--- config.mk ---
export PLATFORM = sky130hd
export DESIGN_NAME = two_way_stream_demux
export DESIGN_NICKNAME = d
export VERILOG_FILES = /design/src/rtl/two_way_stream_demux.sv
export SDC_FILE = /design/constraint.sdc
export NUM_CORES = 1
export LEC_CHECK = 0
export ABC_AREA = 0
export BUFFER_PORTS_ARGS = -buffer_cell sky130_fd_sc_hd__buf_2
export CORE_ASPECT_RATIO = 0.8
export CORE_UTILIZATION = 50
export DETAILED_ROUTE_END_ITERATION = 8
export GPL_ROUTABILITY_DRIVEN = 0
export HOLD_SLACK_MARGIN = 0.05
export PLACE_DENSITY = 0.72
export SYNTH_ARGS = -nofsm -noshare
export SYNTH_HDL_FRONTEND = slang
export SYNTH_SLANG_ARGS = --single-unit
--- constraint.sdc ---
create_clock -name clk -period 3.49 [get_ports clk]
set_input_delay 0.349 -clock clk [delete_from_list [all_inputs] [get_ports clk]]
set_output_delay 0.349 -clock clk [all_outputs]
set_load 0.02 [all_outputs]
--- src/rtl/two_way_stream_demux.sv ---
// Registered 1-to-2 stream demultiplexer. Each accepted word is routed by sel to
// one of two independent 2-deep FIFOs, and each port keeps a delivery counter.

module two_way_stream_demux_fifo #(
   parameter int WIDTH = 32
) (
   input  logic             clk,
   input  logic             rst,
   input  logic             push,
   input  logic [WIDTH-1:0] din,
   input  logic             pop,
   output logic             valid,
   output logic             full,
   output logic [WIDTH-1:0] dout
);

   logic [1:0]       occ;
   logic [WIDTH-1:0] head;
   logic [WIDTH-1:0] tail;

   // head always holds the oldest word; tail is used only at occupancy 2.
   // Popping the last word leaves head untouched so the port keeps driving the
   // last value while empty.
   always_ff @(posedge clk) begin
      if (rst) begin
         occ  <= 2'd0;
         head <= '0;
         tail <= '0;
      end else begin
         case ({push, pop})
            2'b10: begin
               if (occ == 2'd0) head <= din;
               else             tail <= din;
               occ <= occ + 2'd1;
            end
            2'b01: begin
               if (occ == 2'd2) head <= tail;
               occ <= occ - 2'd1;
            end
            2'b11: begin
               if (occ == 2'd1) begin
                  head <= din;
               end else begin
                  head <= tail;
                  tail <= din;
               end
            end
            default: begin
            end
         endcase
      end
   end

   assign valid = (occ != 2'd0);
   assign full  = (occ == 2'd2);
   assign dout  = head;

endmodule

module two_way_stream_demux #(
   parameter int WIDTH = 32,
   parameter int CNT_W = 16
) (
   input  logic             clk,
   input  logic             rst,
   input  logic             in_valid,
   input  logic [WIDTH-1:0] in_data,
   input  logic             sel,
   output logic             in_ready,
   output logic             true_valid,
   output logic [WIDTH-1:0] true_data,
   input  logic             true_ready,
   output logic             false_valid,
   output logic [WIDTH-1:0] false_data,
   input  logic             false_ready,
   output logic [CNT_W-1:0] true_cnt,
   output logic [CNT_W-1:0] false_cnt
);

   logic trueFull;
   logic falseFull;
   logic accept;
   logic truePush;
   logic falsePush;
   logic truePop;
   logic falsePop;

   // Readiness depends only on registered occupancy and sel, never on the
   // consumers' ready inputs, so no combinational path crosses the block.
   assign in_ready  = sel ? !trueFull : !falseFull;
   assign accept    = in_valid && in_ready;
   assign truePush  = accept && sel;
   assign falsePush = accept && !sel;
   assign truePop   = true_valid && true_ready;
   assign falsePop  = false_valid && false_ready;

   two_way_stream_demux_fifo #(.WIDTH(WIDTH)) trueFifo (
      .clk   (clk),
      .rst   (rst),
      .push  (truePush),
      .din   (in_data),
      .pop   (truePop),
      .valid (true_valid),
      .full  (trueFull),
      .dout  (true_data)
   );

   two_way_stream_demux_fifo #(.WIDTH(WIDTH)) falseFifo (
      .clk   (clk),
      .rst   (rst),
      .push  (falsePush),
      .din   (in_data),
      .pop   (falsePop),
      .valid (false_valid),
      .full  (falseFull),
      .dout  (false_data)
   );

   // Delivery counters wrap silently at 2^CNT_W.
   always_ff @(posedge clk) begin
      if (rst) begin
         true_cnt  <= '0;
         false_cnt <= '0;
      end else begin
         if (truePop)  true_cnt  <= true_cnt + 1'b1;
         if (falsePop) false_cnt <= false_cnt + 1'b1;
      end
   end

endmodule

==> metrics.log, run 1 <==
[metrics] switching power as a share of total power: 37.16%
[metrics] maximum count of clock buffers along a single path: 2
[metrics] final count of pins violating max slew: 0
[metrics] Worst R2R Path Depth: 11
[metrics] hold buffer count at cts: 0
[metrics] library cell contributing the largest single delay on the critical path: nand2_1
[metrics] post-synthesis net count: 841
[metrics] via count of the routed design: 5940
[metrics] proportion of power drawn by the clock network: 29.6%
[metrics] floorplan die width: 130.6 um
[metrics] CTS tree: yes
[metrics] count of nets left with antenna violations after detail routing: 0
[metrics] Die Span Y: 104.9 um
[metrics] placeable core region: 12870 um^2
[metrics] Seq/Total Area, Yosys: 49.63%
[metrics] Reg-to-Reg End: trueFifo.dout[7]$_SDFFE_PP0P_
[metrics] buffers inserted by post-CTS timing repair: 0
[metrics] ports placed on the boundary: 137
[metrics] internal cell power: 4403 uW
[metrics] DRC viols: 0
[metrics] number of nets in the finished design: 950
[metrics] summed instance area of the synthesized netlist: 6615 um^2
[metrics] Root Buffer: clkbuf_16
[metrics] area grow syn2layout: 22.17%
[metrics] effective utilization at floorplan: 51.40%
[metrics] Peak supply drop: 0.0004894 V
[metrics] setup TNS: 0 ns
[metrics] outcome: complete, no violations
[metrics] final count of hold timing violations: 0
[metrics] critical register-to-register path startpoint: trueFifo.occ[0]$_SDFFE_PP0P_
[metrics] met2 track demand over resource: 38.59%
[metrics] startpoint type of the worst setup path: flop
[metrics] critical path fanouts, max: 17
[metrics] row count: 37
[metrics] sequential power share: 35.7%
[metrics] leakage component of the power: 0.003373 uW
[metrics] pre-CTS setup slack: 0.7391 ns
[metrics] crit-path max cell delay: 0.40 ns
[metrics] final worst setup slack: 0.6956 ns
[metrics] layer with the highest usage after global routing: met2
[metrics] final critical path time including I/O delays and setup: 2.794 ns
[metrics] most used cells in the layout excluding fill and tap cells: dfxtp_1, nand2_1, buf_2
[metrics] initial antenna violation count: 0
[metrics] Filler Cell Count: 1162
[metrics] global-route track usage on met1: 35.71%
[metrics] final period utilization: 80.07%
[metrics] actual slew at the worst max-slew pin: 0.6941 ns
[metrics] Buffers on Ports: 136
[metrics] CP Capture Type: flop
[metrics] met3 Resource Use GR: 5.837%
[metrics] worst rel slew slack: 53.61%
[metrics] leading cell type in the layout, fill and taps excluded: dfxtp_1
[metrics] path class of the lowest-slack min-delay path: in2reg
[metrics] post-synthesis instance total: 787
[metrics] final wirelength: 16760 um
[metrics] crit path DAT: 3.08 ns
[metrics] worst setup path category: reg2reg
[metrics] cells traversed along the worst timing path: inv_1, ha_1, inv_1, nand2_1, inv_1, ha_1, nand2_1, nand2_1, buf_4, a221oi_1, nor3_1
[metrics] startpoint of the worst hold path: in_data[18]
[metrics] aggregate global routing overflow: 0
[metrics] Comb pwr share: 34.7%
[metrics] share of layout cells above drive strength 1: 20.57%
[metrics] number of endpoints failing setup at the final stage: 0
[metrics] Max Fclk: 357.9 MHz
[metrics] max_cap viols: 0
[metrics] depth of the worst hold-timing path: 3
[metrics] TritonCTS buffer count: 17
[metrics] initial detailed-routing violation count: 401
[metrics] RSZ-0062 raised after global routing: no
[metrics] Layout Skew: 0.006285 ns
[metrics] number of global-route vias before repair: 5507
[metrics] net switching power figure: 2604 uW
[metrics] CTS clk-pin slew, worst paths: 0.06 ns
[metrics] clk sink count: 164
[metrics] global-route wire length before repair: 27390 um
[metrics] worst reg-to-reg setup slack: 0.70 ns
[metrics] worst hold endpoint: falseFifo.tail[18]$_SDFFE_PP0P_
[metrics] largest net degree at the start of global routing: 110
[metrics] buffer and inverter count on the worst path: 4
[metrics] total routing usage reported by global routing: 25.51%
[metrics] number of levels the H-tree was split into: 4
[metrics] Resized cells post-CTS: 0
[metrics] n_diodes: 0
[metrics] average detailed-routed wire length per instance: 15.46 um
[metrics] placed wire-length estimate: 10450 um
[metrics] via density per instance: 5.480
[metrics] later-pin clock latency in the skew report: 0.42 ns
[metrics] syn avg cell area: 8.405 um^2
[metrics] Die ar.: 13700 um^2
[metrics] required arrival time at the worst endpoint: 3.78 ns
[metrics] Power per Cell Area: 867.1 nW/um^2
[metrics] Yosys warning count: 0
[metrics] Pre-Repair DR Iteration Count: 5
[metrics] number of register bits inferred by synthesis: 164
[metrics] kind of cell with the highest combined delay on the critical path: buffers and inverters
[metrics] post-synthesis cell type count: 35
==> logic make-up (layout without fill, tap and decap cells) <==
| group | Yosys count | in the layout | share of synthesized area, % |
|---|---|---|---|
| AND/OR/NAND/NOR | 355 | 355 | 23.66 |
| flip-flops | 164 | 164 | 49.63 |
| AO/OA/AOI/OAI | 153 | 153 | 15.60 |
| buffers and inverters | 71 | 193 | 4.350 |
| XOR/XNOR | 27 | 27 | 3.575 |
| adder cells (fa/ha/maj) | 16 | 16 | 3.026 |
| multiplexers | 1 | 1 | 0.1513 |
==> synthesized netlist by cell type <==
library cell  number  share of area (%)
nor3_1            67                5.1
and3_1             2               0.19
nor2b_1            6               0.57
a221oi_1          65                8.6
and4b_1            4               0.61
o21ai_1            1              0.076
or2_1              1              0.095
buf_2             11               0.83
a21oi_1           73                5.5
a211oi_1           2               0.23
buf_4              2               0.23
nand3b_1           1               0.11
mux2i_1            1               0.15
a22oi_1            1               0.11
and2_1             1              0.095
ha_1              16                3.0
xnor2_1            8                1.1
inv_1             10               0.57
nand2_1          151                8.6
o21a_1             3               0.34
nor2_1            92                5.2
xor2_1            19                2.5
nor3b_1            1               0.11
o21ai_0            6               0.45
o31ai_1            1               0.11
or3_1              8               0.76
clkbuf_1          37                2.1
buf_1             11               0.62
a221o_1            1               0.15
and4_1             4               0.53
or4_1              1               0.11
dfxtp_1          164                 50
nand3_1            5               0.38
nand4_1           10               0.95
nand3b_4           1               0.30
==> cell type report <==
class	count	area, um^2	area share, %
inverter	10	37.54	0.4645
timing repair buffer	151	808.3	10.00
sequential	164	3283	40.63
multi-input combinational	552	3075	38.06
tap	175	219.0	2.709
clock inverter	12	201.4	2.493
clock buffer	20	456.7	5.651
==> worst register-to-register path, delay by kind of cell, from the launching register on <==
family | cells | cell delay (ns)
AND/OR/NAND/NOR | 4 | 0.70
flip-flops | 1 | 0.33
buffers and inverters | 4 | 0.72
adder cells (fa/ha/maj) | 2 | 0.62
AO/OA/AOI/OAI | 1 | 0.28
==> stage by stage <==
| stage | util [%] | total power [uW] | cells | hold WS [ns] | area (um^2) |
|---|---|---|---|---|---|
| after floorplan | - | 4172 | 787 | 0.4364 | 6615 |
| after global placement | 57.68 | 4923 | 1052 | 0.4426 | 7423 |
| after detailed placement | 57.68 | 4956 | 1052 | 0.4468 | 7423 |
| after CTS | 62.79 | 7038 | 1084 | 0.1811 | 8082 |
| after global routing | 62.79 | 7422 | 1084 | 0.1823 | 8082 |
| final | 62.79 | 7007 | 1084 | 0.1952 | 8082 |
==> routing by layer <==
layer / vias up / part of all wire (%)
met5: - / 0
met2: 199 / 44
met3: 14 / 6.4
li1: 2960 / -
met4: 0 / 1.0
met1: 2767 / 48
==> power by group through the flow <==
stage / logic (uW) / clock network, uW / registers (uW)
after floorplan: 1330 / 0 / 2840
after global placement: 2390 / 0 / 2530
after detailed placement: 2420 / 0 / 2530
after CTS: 2440 / 2100 / 2500
after global routing: 2690 / 2190 / 2540
final: 2430 / 2080 / 2500
==> worst max-delay path by stage <==
| stage | start | endpoint | slack (ns) | cells after the start |
|---|---|---|---|---|
| finish | trueFifo.occ[0]$_SDFFE_PP0P_ | trueFifo.dout[7]$_SDFFE_PP0P_ | 0.70 | 11 |
| global route | trueFifo.occ[0]$_SDFFE_PP0P_ | trueFifo.dout[17]$_SDFFE_PP0P_ | 0.48 | 11 |
| CTS | trueFifo.occ[0]$_SDFFE_PP0P_ | trueFifo.dout[1]$_SDFFE_PP0P_ | 0.72 | 11 |
| detailed placement | trueFifo.occ[0]$_SDFFE_PP0P_ | trueFifo.dout[1]$_SDFFE_PP0P_ | 0.74 | 11 |
| global placement | trueFifo.occ[0]$_SDFFE_PP0P_ | trueFifo.dout[17]$_SDFFE_PP0P_ | 0.88 | 11 |
| floorplan | trueFifo.occ[0]$_SDFFE_PP0P_ | trueFifo.dout[10]$_SDFFE_PP0P_ | 1.10 | 12 |
==> registers in the layout, indices dropped and copies added (netlist names) <==
register and count:
true_cnt 16, falseFifo.dout 32, trueFifo.dout 32, trueFifo.tail 32, falseFifo.tail 32, falseFifo.occ 2
trueFifo.occ 2, false_cnt 16
Power figures use the tool's default switching activity.
==> inputs of run 2 (changes only) <==
Settings changed: ABC_AREA 0 to 1, PLACE_DENSITY 0.72 to 0.74.
Clock period 3.49 ns to 2.3 ns, I/O delays scaled along.
==> run 2 against run 1 <==
Compared with the run above: the flow now finishes with violations (design-rule violations); clock skew about the same; sequential power increased by 55%; combinational power grew 70%; synthesized area up 12%; clock-buffer cell count up 3; flip-flop and latch count unchanged; non-clock buffer count rose by 17; worst hold slack worse by 0.12 ns; synthesized cell count is 28% higher; via count grew 22%; critical path depth increased by 1; clock power up 36%; largest cell class unchanged; largest power group is now combinational cells.
==> metrics.log, run 2 <==
[metrics] aggregate global routing overflow: 0
[metrics] later-pin clock latency in the skew report: 0.43 ns
[metrics] Area after DPL: 8254 um^2
[metrics] placed wire-length estimate: 12510 um
[metrics] post-synthesis cell type count: 31
[metrics] crit-path max cell delay: 0.34 ns
[metrics] global-route track usage on met1: 36.44%
[metrics] CTS clk-pin slew, worst paths: 0.06 ns
[metrics] leakage component of the power: 0.004150 uW
[metrics] leading cell type in the layout, fill and taps excluded: dfxtp_1
[metrics] syn avg cell area: 7.358 um^2
[metrics] CP Capture Type: flop
[metrics] final design area excluding fillers: 9050 um^2
[metrics] met2 track demand over resource: 39.66%
[metrics] max_cap viols: 0
[metrics] Max Fclk: 459.6 MHz
[metrics] total routing usage reported by global routing: 26.24%
[metrics] effective utilization at floorplan: 51.47%
[metrics] CTS tree: yes
[metrics] average detailed-routed wire length per instance: 15.79 um
[metrics] Buffers on Ports: 136
[metrics] number of global-route vias before repair: 6386
[metrics] path class of the lowest-slack min-delay path: in2reg
[metrics] TritonCTS buffer count: 17
[metrics] Seq/Total Area, Yosys: 44.31%
[metrics] count of nets left with antenna violations after detail routing: 0
[metrics] initial detailed-routing violation count: 654
[metrics] depth of the worst hold-timing path: 3
[metrics] violated checks: design-rule violations
[metrics] total placed cells including tap cells: 1286
[metrics] placeable core region: 14400 um^2
[metrics] post-synthesis net count: 1061
[metrics] outcome: finished, violations left
[metrics] final count of pins violating max slew: 0
[metrics] via density per instance: 5.447
[metrics] Peak supply drop: 0.0006565 V
[metrics] pre-CTS setup slack: 0.0008411 ns
[metrics] number of register bits inferred by synthesis: 164
[metrics] final period utilization: 94.60%
[metrics] RSZ-0062 raised after global routing: yes
[metrics] final critical path time including I/O delays and setup: 2.176 ns
[metrics] summed instance area of the synthesized netlist: 7410 um^2
[metrics] number of nets in the finished design: 1184
[metrics] critical path fanouts, max: 9
[metrics] cells traversed along the worst timing path: inv_1, ha_1, nor2_4, ha_2, inv_1, o21ai_2, nor2_4, buf_12, buf_6, o21ai_1, clkinv_1, a21oi_1
[metrics] Post-synth ARST share: 0%
[metrics] worst setup path category: reg2reg
[metrics] final count of hold timing violations: 0
[metrics] worst rel slew slack: 61.52%
[metrics] number of endpoints failing setup at the final stage: 0
[metrics] Non-Filler Instances: 1327
[metrics] top cell types by occurrence after synthesis: dfxtp_1, a21oi_1, inv_1, o21ai_0, nand3_1
[metrics] row count: 39
[metrics] Root Buffer: clkbuf_16
[metrics] Power per Cell Area: 1196 nW/um^2
[metrics] clk sink count: 164
[metrics] crit path DAT: 2.54 ns
[metrics] flip-flop cell with the highest count after synthesis: dfxtp_1
[metrics] n_diodes: 0
[metrics] initial antenna violation count: 0
[metrics] final wirelength: 20950 um
[metrics] Die ar.: 15310 um^2
[metrics] Worst R2R Path Depth: 12
[metrics] post-route total power: 10830 uW
[metrics] final worst setup slack: 0.1242 ns
[metrics] final core utilization: 62.87%
[metrics] floorplan die width: 138.1 um
[metrics] post-synthesis instance total: 1007
[metrics] Yosys warning count: 0
[metrics] largest net degree at the start of global routing: 65
[metrics] area grow syn2layout: 22.14%
[metrics] via count of the routed design: 7228
[metrics] Pre-Repair DR Iteration Count: 7
[metrics] number of levels the H-tree was split into: 4
[metrics] DRC viols: 12
[metrics] leading post-synthesis cells by cell area: dfxtp_1, a21oi_1, o21ai_0
[metrics] Layout Skew: 0.006678 ns
[metrics] cell taking the most area after synthesis: dfxtp_1
[metrics] share of layout cells above drive strength 1: 19.95%
[metrics] actual slew at the worst max-slew pin: 0.5765 ns
[metrics] cell with the most instances after synthesis: dfxtp_1
[metrics] met3 Resource Use GR: 6.220%
[metrics] library cell contributing the largest single delay on the critical path: dfxtp_1
[metrics] maximum count of clock buffers along a single path: 2
[metrics] area share of the leading cell type in the synthesized netlist: 44.31%
[metrics] Die Span Y: 110.9 um
[metrics] startpoint type of the worst setup path: flop
[metrics] required arrival time at the worst endpoint: 2.66 ns
[metrics] layer with the highest usage after global routing: met2
[metrics] number of synthesized flops with an enable pin: 0
[metrics] most used cells in the layout excluding fill and tap cells: dfxtp_1, a21oi_1, buf_2
[metrics] global-route wire length before repair: 32170 um
[metrics] ports placed on the boundary: 137
==> run 2: cell count changes after synthesis, moves of 14 or more <==
cell      change
a21oi_1      +72
clkbuf_1     -18
a221oi_1     -65
inv_1       +115
xor2_1       -14
nor3_1       -62
buf_2        +21
o21ai_0     +110
nand3_1     +105
nand2_1      -66
o21ai_1      +63
nor2_1       -40
==> run 2: layout make-up <==
class | count | area (um^2)
fill | 1299 | 5345
tap | 184 | 230.2
clock buffer | 23 | 478.0
clock inverter | 9 | 102.6
multi-input combinational | 634 | 3269
inverter | 145 | 545.5
sequential | 164 | 3284
timing repair buffer | 168 | 1140
==> run 2: where the power goes <==
| group | internal (uW) | switching [uW] |
|---|---|---|
| sequential | 3500 | 374 |
| clock | 1680 | 1140 |
| combinational | 1460 | 2680 |
| total | 6640 | 4190 |
==> run 2: worst paths after layout <==
check                                       from                             end  slack, ns
setup reg to reg    trueFifo.occ[0]$_SDFFE_PP0P_  trueFifo.dout[29]$_SDFFE_PP0P_       0.12
hold reg to reg   falseFifo.tail[4]$_SDFFE_PP0P_  falseFifo.tail[4]$_SDFFE_PP0P_       0.46
setup / recovery    trueFifo.occ[0]$_SDFFE_PP0P_  trueFifo.dout[29]$_SDFFE_PP0P_       0.12
hold / removal                        in_data[1]  falseFifo.tail[1]$_SDFFE_PP0P_       0.08
==> run 2: routing by layer <==
| metal | vias to the layer above | share of wire (%) |
|---|---|---|
| li1 | 3582 | - |
| met1 | 3317 | 47 |
| met2 | 309 | 43 |
| met3 | 20 | 8.7 |
| met4 | 0 | 1.1 |
| met5 | - | 0 |
==> run 2: kinds of logic after synthesis <==
kind of cell | share of synthesized area (%)
buf+inv | 11.84
xor+xnor | 0.8274
fa+ha+maj | 2.702
compound gates | 22.86
simple gates | 17.46
flops | 44.31
==> run 2: stage by stage <==
stage | TNS (ns) | hold WS [ns]
after global placement | 0 | 0.4485
after detailed placement | 0 | 0.4532
after global routing | -0.02167 | 0.07728
after CTS | 0 | 0.06674
final | 0 | 0.07852
after floorplan | 0 | 0.3875
==> run 2: worst max-delay path, delay by kind of cell (launching register included) <==
kind	cells	cell delay (ns)
AO/OA/AOI/OAI	3	0.37
adder cells (fa/ha/maj)	2	0.52
buffers and inverters	5	0.52
flip-flops	1	0.34
AND/OR/NAND/NOR	2	0.35
==> run 2: timing repair <==
item	in CTS	in global routing
gates resized for setup	2	9
setup buffers	0	2
hold buffers	0	0
endpoints found under the setup margin	3	46
gates cloned	0	7
pin swaps	0	4
==> inputs of run 3 (changes only) <==
Settings changed: ABC_CLOCK_PERIOD_IN_PS from default to 2300, RECOVER_POWER from default to 50.
==> run 3 against run 2 <==
Compared with the run above: critical path type unchanged; total power down 1.2%; first-iteration DRC count down 4.6%; core utilization down 0.97 points; critical path depth up 2; sequential share of layout area up 0.57 points; the flow still finishes with violations (design-rule violations); combinational power down 3%; worst hold slack better by 0.0026 ns; sequential power about the same; largest cell class unchanged; clock-buffer cell count unchanged.
==> metrics.log, run 3 (synthesis results as in run 2) <==
[metrics] max_cap viols: 0
[metrics] CP Capture Type: flop
[metrics] cells traversed along the worst timing path: inv_1, ha_1, inv_1, nand2_4, inv_2, ha_1, inv_1, o21ai_2, nor2_4, buf_12, clkbuf_16, o21ai_0, inv_1, a21oi_1
[metrics] number of levels the H-tree was split into: 4
[metrics] startpoint of the worst hold path: in_data[29]
[metrics] actual slew at the worst max-slew pin: 0.5870 ns
[metrics] number of global-route vias before repair: 6386
[metrics] CTS clk-pin slew, worst paths: 0.06 ns
[metrics] area of combinational cells with multiple inputs: 3252 um^2
[metrics] kind of cell with the highest combined delay on the critical path: buffers and inverters
[metrics] routed metal-1 wire length: 9759 um
[metrics] crit path DAT: 2.52 ns
[metrics] critical register-to-register path startpoint: falseFifo.occ[0]$_SDFFE_PP0P_
[metrics] Peak supply drop: 0.0006520 V
[metrics] critical path fanouts, max: 20
[metrics] Layout Skew: 0.007744 ns
[metrics] Worst Hold Slack: 0.08113 ns
[metrics] library cell contributing the largest single delay on the critical path: dfxtp_2
[metrics] largest net degree at the start of global routing: 65
[metrics] total met2 wirelength after detailed routing: 9025 um
[metrics] Root Buffer: clkbuf_16
[metrics] Power per Cell Area: 1201 nW/um^2
[metrics] via count of the routed design: 7233
[metrics] share of layout cells above drive strength 1: 10.85%
[metrics] global-route wire length before repair: 32170 um
[metrics] Pre-Repair DR Iteration Count: 7
[metrics] effective utilization at floorplan: 51.47%
[metrics] later-pin clock latency in the skew report: 0.43 ns
[metrics] average detailed-routed wire length per instance: 15.78 um
[metrics] final critical path time including I/O delays and setup: 2.171 ns
[metrics] Filler Cell Count: 1333
[metrics] worst reg-to-reg setup slack: 0.13 ns
[metrics] leading cell type in the layout, fill and taps excluded: dfxtp_1
[metrics] final wirelength: 20950 um
[metrics] Buffers on Ports: 136
[metrics] pre-CTS setup slack: 0.0008411 ns
[metrics] number of endpoints failing setup at the final stage: 0
[metrics] area grow syn2layout: 20.25%
[metrics] CTS tree: yes
[metrics] ports placed on the boundary: 137
[metrics] count of nets left with antenna violations after detail routing: 0
[metrics] path class of the lowest-slack min-delay path: in2reg
[metrics] DRC viols: 12
[metrics] final worst setup slack: 0.1290 ns
[metrics] violated checks: design-rule violations
[metrics] setup TNS: 0 ns
[metrics] initial detailed-routing violation count: 624
[metrics] Die ar.: 15310 um^2
[metrics] RSZ-0062 raised after global routing: yes
[metrics] floorplan die width: 138.1 um
[metrics] startpoint type of the worst setup path: flop
[metrics] most used cells in the layout excluding fill and tap cells: dfxtp_1, a21oi_1, inv_1
[metrics] outcome: finished, violations left
[metrics] top layer in use: met4
[metrics] placeable core region: 14400 um^2
[metrics] number of nets in the finished design: 1184
[metrics] worst setup path category: reg2reg
[metrics] final count of hold timing violations: 0
[metrics] Die Span Y: 110.9 um
[metrics] clk sink count: 164
[metrics] buffer and inverter count on the worst path: 7
[metrics] placed wire-length estimate: 12510 um
[metrics] leakage component of the power: 0.003758 uW
[metrics] worst rel slew slack: 60.82%
[metrics] final period utilization: 94.39%
[metrics] Max Fclk: 460.6 MHz
[metrics] initial antenna violation count: 0
[metrics] aggregate global routing overflow: 0
[metrics] via density per instance: 5.451
[metrics] n_diodes: 0
[metrics] register area: 3284 um^2
[metrics] crit-path max cell delay: 0.34 ns
[metrics] required arrival time at the worst endpoint: 2.65 ns
[metrics] row count: 39
[metrics] Worst setup startpoint: falseFifo.occ[0]$_SDFFE_PP0P_
[metrics] hold buffer count at cts: 0
[metrics] TritonCTS buffer count: 17
[metrics] maximum count of clock buffers along a single path: 2
[metrics] Met3 Routed Length: 1893 um
[metrics] Critical Path Most Common Cell: inv_1
[metrics] final count of pins violating max slew: 0
[metrics] total routing usage reported by global routing: 26.24%
run 3: changes by cell type in the layout (fill, tap and decap cells not counted):
cell / previous run / this run
nor2_1: 52 / 57
inv_1: 125 / 126
clkbuf_1: 3 / 101
and2_1: 1 / 0
and2_0: 0 / 1
o21ai_0: 116 / 117
o21ai_1: 64 / 63
inv_2: 6 / 5
nor2_4: 5 / 4
nor2_2: 4 / 0
buf_2: 136 / 38
run 3: layout make-up:
type / count / share of cell area, %
clock inverter: 9 / 1.152
tap: 184 / 2.584
inverter: 145 / 6.123
sequential: 164 / 36.86
timing repair buffer: 168 / 11.42
multi-input combinational: 634 / 36.50
clock buffer: 23 / 5.364
run 3: what timing repair did:
item / 4_1_cts / 5_1_grt
gates resized for setup: 2 / 9
pin swaps: 0 / 4
buffers inserted: 0 / 2
setup endpoints to repair: 3 / 46
cloned: 0 / 7
run 3: final timing paths:
path,depth (start not counted),to
worst min-delay path,3,falseFifo.tail[29]$_SDFFE_PP0P_
worst max-delay path,14,falseFifo.dout[16]$_SDFFE_PP0P_
worst max register to register,14,falseFifo.dout[16]$_SDFFE_PP0P_
worst min register to register,2,falseFifo.tail[15]$_SDFFE_PP0P_
run 3: stage by stage:
stage / area (um^2) / utilization [%] / power [uW] / instances
after floorplan: 7410 / - / 6359 / 1007
after global placement: 8254 / 57.34 / 7499 / 1286
after detailed placement: 8254 / 57.34 / 7552 / 1286
after CTS: 8843 / 61.43 / 10360 / 1318
after global routing: 8910 / 61.89 / 11260 / 1327
final: 8910 / 61.89 / 10700 / 1327
run 3: report_power, final:
part           switching [uW]  leakage (uW)  total, uW  internal (uW)
Combinational            2670       0.00214       4000           1330
Sequential                389       0.00134       3890           3500
Clock                    1130      0.000279       2810           1680
Total                    4190       0.00376      10700           6510
run 3: worst min-delay path, delay by kind of cell:
kind | cells | cell delay [ns]
AO/OA/AOI/OAI | 1 | 0.06
AND/OR/NAND/NOR | 1 | 0.07
buffers and inverters | 1 | 0.11
run 3: per-layer routing:
metal  global-route usage [%]  up-vias
met4                    9.438        0
li1                         -     3586
met2                    39.66      321
met1                    36.44     3303
met5                        0        -
met3                    6.220       23
